## src/rtl/read_linear_split_pkg.sv

```systemverilog
// -----------------------------------------------------------------------------
// read_linear_split_pkg
// Shared definitions for the read-stage linear address splitter:
//   - state_t   : FSM state encoding (3-bit)
//   - PAGE_SIZE : 4 KB page size at 13 bits so page-end sums never wrap
//   - MAX_LEN   : largest access length in bytes
//   - mask_bytes: zero every byte of a 64-bit word at index >= len
// -----------------------------------------------------------------------------
package read_linear_split_pkg;

    typedef enum logic [2:0] {
        ST_IDLE   = 3'd0,
        ST_FIRST  = 3'd1,
        ST_SECOND = 3'd2,
        ST_DRAIN  = 3'd3,
        ST_DONE   = 3'd4
    } state_t;

    localparam logic [12:0] PAGE_SIZE = 13'h1000;
    localparam logic [3:0]  MAX_LEN   = 4'd8;

    // Lengths at or above MAX_LEN keep the whole word.
    function automatic logic [63:0] mask_bytes(input logic [63:0] data,
                                               input logic [3:0]  len);
        logic [63:0] m;
        m = '0;
        for (int i = 0; i < 8; i++) begin
            if (4'(i) < len) begin
                m[i*8 +: 8] = 8'hFF;
            end
        end
        return data & m;
    endfunction

endpackage

```

## src/rtl/read_byte_merge.sv

```systemverilog
// -----------------------------------------------------------------------------
// read_byte_merge
// Combinational little-endian merge of two TLB data words.
// The low word supplies bytes [0, i_len_lo), the high word supplies the next
// i_len_hi bytes; every byte outside those ranges is zero.
// Ports:
//   i_word_lo / i_len_lo : first word and its byte count
//   i_word_hi / i_len_hi : second word and its byte count (0 = unused)
//   o_merged             : i_word_lo masked | (i_word_hi masked << 8*i_len_lo)
// -----------------------------------------------------------------------------
module read_byte_merge
    import read_linear_split_pkg::*;
(
    input  logic [63:0] i_word_lo,
    input  logic [3:0]  i_len_lo,
    input  logic [63:0] i_word_hi,
    input  logic [3:0]  i_len_hi,
    output logic [63:0] o_merged
);

    logic [63:0] w_lo_masked;
    logic [63:0] w_hi_masked;
    logic [6:0]  w_shamt;

    assign w_lo_masked = mask_bytes(i_word_lo, i_len_lo);
    assign w_hi_masked = mask_bytes(i_word_hi, i_len_hi);
    // A shift of 64 (len_lo = 8) clears the high word, which is what we want.
    assign w_shamt     = {i_len_lo, 3'b000};
    assign o_merged    = w_lo_masked | (w_hi_masked << w_shamt);

endmodule

```

## src/rtl/read_linear_split.sv

```systemverilog
// -----------------------------------------------------------------------------
// read_linear_split
// Turns one segment-checked linear read (up to 8 bytes) into one or two TLB
// read requests, splitting at a 4 KB page boundary, and merges the returned
// bytes into a single little-endian result.
// Ports:
//   clk, rst_n          : clock, asynchronous active-low reset
//   rd_reset            : synchronous pipeline flush
//   read_do/address/length/cpl, rd_seg_fault : request from the read stage
//   tlbread_do/address/length/cpl            : request to the TLB (registered)
//   tlbread_done/page_fault/data             : TLB response
//   read_done, read_page_fault, read_data    : result to the read stage
//   dbg_state           : current FSM state
// Handshake: a TLB request is live while tlbread_do=1 and its fields are held
// stable; it completes in the cycle tlbread_done or tlbread_page_fault is high,
// and tlbread_do falls the following cycle.
// -----------------------------------------------------------------------------
module read_linear_split
    import read_linear_split_pkg::*;
(
    input  logic        clk,
    input  logic        rst_n,
    input  logic        rd_reset,
    input  logic        read_do,
    input  logic [31:0] read_address,
    input  logic [3:0]  read_length,
    input  logic [1:0]  read_cpl,
    input  logic        rd_seg_fault,
    output logic        tlbread_do,
    output logic [31:0] tlbread_address,
    output logic [3:0]  tlbread_length,
    output logic [1:0]  tlbread_cpl,
    input  logic        tlbread_done,
    input  logic        tlbread_page_fault,
    input  logic [63:0] tlbread_data,
    output logic        read_done,
    output logic        read_page_fault,
    output logic [63:0] read_data,
    output logic [2:0]  dbg_state
);

    state_t      r_state;
    logic [19:0] r_page;
    logic [3:0]  r_len1;
    logic [3:0]  r_len2;
    logic        r_split;
    logic [63:0] r_first;
    logic        r_tlbread_do;
    logic [31:0] r_tlbread_address;
    logic [3:0]  r_tlbread_length;
    logic [1:0]  r_tlbread_cpl;
    logic        r_read_done;
    logic        r_read_page_fault;
    logic [63:0] r_read_data;

    logic [12:0] w_end;
    logic        w_split;
    logic [3:0]  w_len1;
    logic [3:0]  w_len2;
    logic        w_accept;
    logic        w_resp;
    logic [63:0] w_lo_word;
    logic [3:0]  w_hi_len;
    logic [63:0] w_merged;

    // Page-crossing decision, done at 13 bits so offset+len cannot wrap.
    assign w_end   = {1'b0, read_address[11:0]} + {9'd0, read_length};
    assign w_split = (w_end > PAGE_SIZE);
    // When split, the offset sits within 15 bytes of the page end, so
    // PAGE_SIZE - offset equals 16 - offset[3:0] taken modulo 16.
    assign w_len1  = w_split ? (4'd0 - read_address[3:0]) : read_length;
    assign w_len2  = read_length - w_len1;

    assign w_accept = read_do && !rd_seg_fault && !rd_reset;
    assign w_resp   = tlbread_done || tlbread_page_fault;

    // FIRST masks the incoming word alone; SECOND appends it above the
    // already-masked first half.
    assign w_lo_word = (r_state == ST_FIRST) ? tlbread_data : r_first;
    assign w_hi_len  = (r_state == ST_SECOND) ? r_len2 : 4'd0;

    read_byte_merge u_merge (
        .i_word_lo (w_lo_word),
        .i_len_lo  (r_len1),
        .i_word_hi (tlbread_data),
        .i_len_hi  (w_hi_len),
        .o_merged  (w_merged)
    );

    always_ff @(posedge clk or negedge rst_n) begin
        if (!rst_n) begin
            r_state           <= ST_IDLE;
            r_page            <= '0;
            r_len1            <= '0;
            r_len2            <= '0;
            r_split           <= 1'b0;
            r_first           <= '0;
            r_tlbread_do      <= 1'b0;
            r_tlbread_address <= '0;
            r_tlbread_length  <= '0;
            r_tlbread_cpl     <= '0;
            r_read_done       <= 1'b0;
            r_read_page_fault <= 1'b0;
            r_read_data       <= '0;
        end else begin
            r_read_done       <= 1'b0;
            r_read_page_fault <= 1'b0;
            case (r_state)
                ST_IDLE: begin
                    if (w_accept) begin
                        r_page        <= read_address[31:12];
                        r_len1        <= w_len1;
                        r_len2        <= w_len2;
                        r_split       <= w_split;
                        r_tlbread_cpl <= read_cpl;
                        if (read_length == 4'd0) begin
                            r_read_data <= '0;
                            r_read_done <= 1'b1;
                            r_state     <= ST_DONE;
                        end else begin
                            r_tlbread_do      <= 1'b1;
                            r_tlbread_address <= read_address;
                            r_tlbread_length  <= w_len1;
                            r_state           <= ST_FIRST;
                        end
                    end
                end
                ST_FIRST, ST_SECOND: begin
                    if (!r_tlbread_do) begin
                        // One idle cycle between the two halves; nothing is
                        // outstanding, so a flush can return straight to IDLE.
                        if (rd_reset) begin
                            r_state <= ST_IDLE;
                        end else begin
                            r_tlbread_do <= 1'b1;
                        end
                    end else if (rd_reset) begin
                        // A response landing in the flush cycle is simply
                        // dropped; otherwise wait for it in DRAIN.
                        if (w_resp) begin
                            r_tlbread_do <= 1'b0;
                            r_state      <= ST_IDLE;
                        end else begin
                            r_state <= ST_DRAIN;
                        end
                    end else if (tlbread_page_fault) begin
                        r_tlbread_do      <= 1'b0;
                        r_read_page_fault <= 1'b1;
                        r_state           <= ST_IDLE;
                    end else if (tlbread_done) begin
                        r_tlbread_do <= 1'b0;
                        if (r_state == ST_FIRST && r_split) begin
                            r_first           <= w_merged;
                            r_tlbread_address <= {r_page + 20'd1, 12'h000};
                            r_tlbread_length  <= r_len2;
                            r_state           <= ST_SECOND;
                        end else begin
                            r_read_data <= w_merged;
                            r_read_done <= 1'b1;
                            r_state     <= ST_DONE;
                        end
                    end
                end
                ST_DRAIN: begin
                    if (w_resp) begin
                        r_tlbread_do <= 1'b0;
                        r_state      <= ST_IDLE;
                    end
                end
                ST_DONE: begin
                    r_state <= ST_IDLE;
                end
                default: begin
                    r_state      <= ST_IDLE;
                    r_tlbread_do <= 1'b0;
                end
            endcase
        end
    end

    assign tlbread_do      = r_tlbread_do;
    assign tlbread_address = r_tlbread_address;
    assign tlbread_length  = r_tlbread_length;
    assign tlbread_cpl     = r_tlbread_cpl;
    assign read_done       = r_read_done;
    assign read_page_fault = r_read_page_fault;
    assign read_data       = r_read_data;
    assign dbg_state       = r_state;

endmodule

```

## config.mk

```make
export PLATFORM = sky130hd
export DESIGN_NAME = read_linear_split
export DESIGN_NICKNAME = d
export VERILOG_FILES = /design/src/rtl/read_linear_split_pkg.sv /design/src/rtl/read_byte_merge.sv /design/src/rtl/read_linear_split.sv
export SDC_FILE = /design/constraint.sdc
export NUM_CORES = 1
export LEC_CHECK = 0
export CORE_UTILIZATION = 30
export DETAILED_ROUTE_END_ITERATION = 6
export PLACE_DENSITY = 0.55
export SYNTH_ARGS = -nofsm -noshare
export SYNTH_HDL_FRONTEND = slang
export SYNTH_HIERARCHICAL = 1
export SYNTH_SLANG_ARGS = --single-unit
```

## constraint.sdc

```tcl
create_clock -name clk -period 3.5 [get_ports clk]
set_input_delay 0.525 -clock clk [delete_from_list [all_inputs] [get_ports clk]]
set_output_delay 0.525 -clock clk [all_outputs]
set_load 0.05 [all_outputs]
```

==> results.yml <==
sta:
  fin_skew_ns: 0.0131
  finalSetupViolations: 0
  rsz0062_at_grt: "no"
  worst_pin_slew_ns: 0.669
  slew_violations: 0
  relSlewSlack_pct: 54.9
  holdWs_ns: 0.476
  max_freq_mhz: 312
  hold_violations: 0
  post-route-period-util_pct: 91.4
  min_period_ns: 3.20
detailed_routing:
  vias: 10428
  wire_per_inst_um: 21.0
  drtIter0Drc: 873
  vias_per_cell: 5.24
  drtPass1Iterations: 5
  ant_nets: 0
  drc_errors: 0
  routed_wl_um: 41900
yosys:
  seq_area_frac_synth_pct: 42.5
  yosysWarnings: 6
  synth-edff-count: 0
  synth.net_count: 1354
  yosys_register_bits: 201
  syn_area_per_cell_um2: 9.58
  synth_area_um2: 11800
  synthTopCellsByArea: "dfrtp_1 (43%), nand2_1 (9.7%), mux2_4 (7.9%), mux2_2 (7.1%), o21ai_0 (5.0%)"
  syn_inst: 1234
  yosysMostFrequentCell: "nand2_1"
  synth_commonest_cells: "nand2_1 (306), dfrtp_1 (201), o21ai_0 (117)"
  synth-async-reset-ratio_pct: 100
  synth_area_leader_cell: "dfrtp_1"
  ys.flop_type: "dfrtp_1"
  synth_cell_types: 70
  synth_top_area_share_pct: 42.5
final_layout:
  design_area_um2: 15700
  layout-drive-gt1-share_pct: 18.3
  area_growth_syn_to_layout_pct: 32.8
  finalNetCount: 1574
  antennaDiodeCount: 0
  fill_cells: 3846
die:
  dieHeight_um: 201
  die_area_um2: 40200
  ios: 217
  core_area_um2: 38700
  start_util_pct: 30.5
  die_w_um: 201
  num_rows: 72
cts:
  htreeDepth: 1
  cts_buffers: 26
  path_clk_slew_ns: 0.06
  clk_path_buf_depth: 3
  post-cts-setup-buffers: 0
  cts_tree: "done"
  clk_latency_ns: 0.55
  clock_sinks: 201
  root_buffer: "clkbuf_16"
placed_design:
  gp_congestion: 0.968
  placed_area_um2: 14800
  io_buffers: 216
  dp_hpwl_um: 30800
critical_path:
  critPathKind: "input port to flop"
  startpoint_type: "input port"
  critPathMaxFanout: 3
  cp.required_ns: 3.91
  arrival_ns: 3.61
  critPathCaptureType: "flop"
global_routing:
  grt.total_usage_pct: 20.5
  grt_pass1_wl_um: 64900
  antenna_found_initial: 0
  grt_max_degree: 131
  overflow: 0
  grt_pass1_vias: 10582
power:
  power_uw: 14500
  power.leakage_uw: 0.00682
  irDropWorstVdd_uv: 541
  pwr_density_cell_nw_per_um2: 924
min_path:
  hold_path.class: "flop to flop"
flow_run:
  drv_cap: 0
run_status:
  status: "finished clean"
-- layout by cell type (no fill, tap or decap), drive strengths merged, types with 4 or more instances in the layout --
cell           netlist  final
and2                 7      7
buf                 50     62
nand4                4      4
clkbuf              37     40
and3                 6      6
o21ai              118    118
inv                 16     16
a32o                12     12
a22oi               17     17
o31ai                4      4
clkdlybuf4s50        0    215
nand3               19     19
o211ai              24     24
a2bb2oi              4      4
nor2                46     46
nor3                21     21
nand2              307    307
a21oi               25     25
or2                  5      5
xnor2               12     12
a222oi              24     24
a221o                4      4
o22ai                5      5
a21o                 6      6
ha                   9      9
nand2b              14     14
a211oi               6      6
dfrtp              201    201
bufinv               0      4
o221ai               9      9
nor4                 7      7
a32oi                7      7
mux2               137    137
xor2                12     12
mux2i               20     20
a22o                 8      8
-- worst paths after layout --
check                      slack (ns)                        end  cells past startpoint                      start
hold reg to reg                  0.48  read_data[29]$_DFFE_PN0P_                      2  read_data[29]$_DFFE_PN0P_
hold / removal                   0.48  read_data[29]$_DFFE_PN0P_                      2  read_data[29]$_DFFE_PN0P_
setup / recovery                 0.30      r_len2[3]$_DFFE_PN0P_                     13             read_length[0]
setup reg to reg                 0.44    r_first[50]$_DFFE_PN0P_                      8   dbg_state[1]$_DFFE_PN0P_
min in group asynchronous        0.52  read_data[48]$_DFFE_PN0P_                      2                      rst_n
max in group asynchronous        2.18    r_first[15]$_DFFE_PN0P_                      3                      rst_n
-- per-layer routing --
metal	vias to the layer above	track usage, %	share of wire (%)
li1	4861	-	-
met3	78	5.16	8.2
met2	429	32.5	44
met4	0	5.56	3.0
met5	-	0	0
met1	5060	27.8	44
-- final cells by class --
type | count | area (µm²) | share of cell area (%)
Clock inverter | 8 | 154 | 0.980
Inverter | 16 | 60.1 | 0.382
Timing Repair Buffer | 279 | 2730 | 17.4
Multi-Input combinational cell | 930 | 6300 | 40.1
Tap cell | 518 | 648 | 4.13
Sequential cell | 201 | 5030 | 32.0
Clock buffer | 39 | 790 | 5.03
-- what timing repair did --
action,in CTS,in global routing
endpoints found under the setup margin,0,1
endpoints found under the hold margin,21,0
resized for setup,0,1
hold buffers,1,0
-- flip-flops by register name, indices dropped and copies added (netlist names) --
register and flops:
tlbread_address 32, r_len1 4, tlbread_do 1, read_data 64, r_page 20, r_len2 4
read_done 1, tlbread_cpl 2, dbg_state 3, r_first 64, tlbread_length 4, read_page_fault 1
r_split 1
-- critical path, cell delays in order --
cell	delay, ns
clkdlybuf4s50_1	0.44
ha_1	0.23
fa_1	0.41
xor2_1	0.17
a2111oi_0	0.42
o21ai_1	0.16
nand2_1	0.17
mux2i_1	0.27
ha_1	0.27
a21o_1	0.16
a21oi_1	0.17
xor2_1	0.15
o21ai_0	0.08
-- power breakdown --
part | switching (µW) | leakage [µW] | internal (µW)
logic | 4740 | 0.00372 | 2970
clock network | 1070 | 0.000461 | 1840
registers | 638 | 0.00263 | 3240
total | 6450 | 0.00682 | 8060
-- stage by stage --
step	setup WS (ns)	cells	utilization (%)	setup TNS, ns
after floorplan	0.243	1234	-	0
after CTS	0.257	1991	40.6	0
after detailed placement	-0.305	1943	38.1	-0.853
after global placement	-0.225	1943	38.1	-0.618
final	0.299	1991	40.6	0
after global routing	0.0493	1991	40.6	0
-- kinds of logic after synthesis --
group                      synth area share (%)
adders and majority gates                  1.29
AOI/OAI and AO/OA                          16.7
xor gates and xnor gates                   1.78
buffers and inverters                      4.29
DFF                                        42.5
muxes                                      16.7
and+or+nand+nor                            16.7
Power figures use the tool's default switching activity.
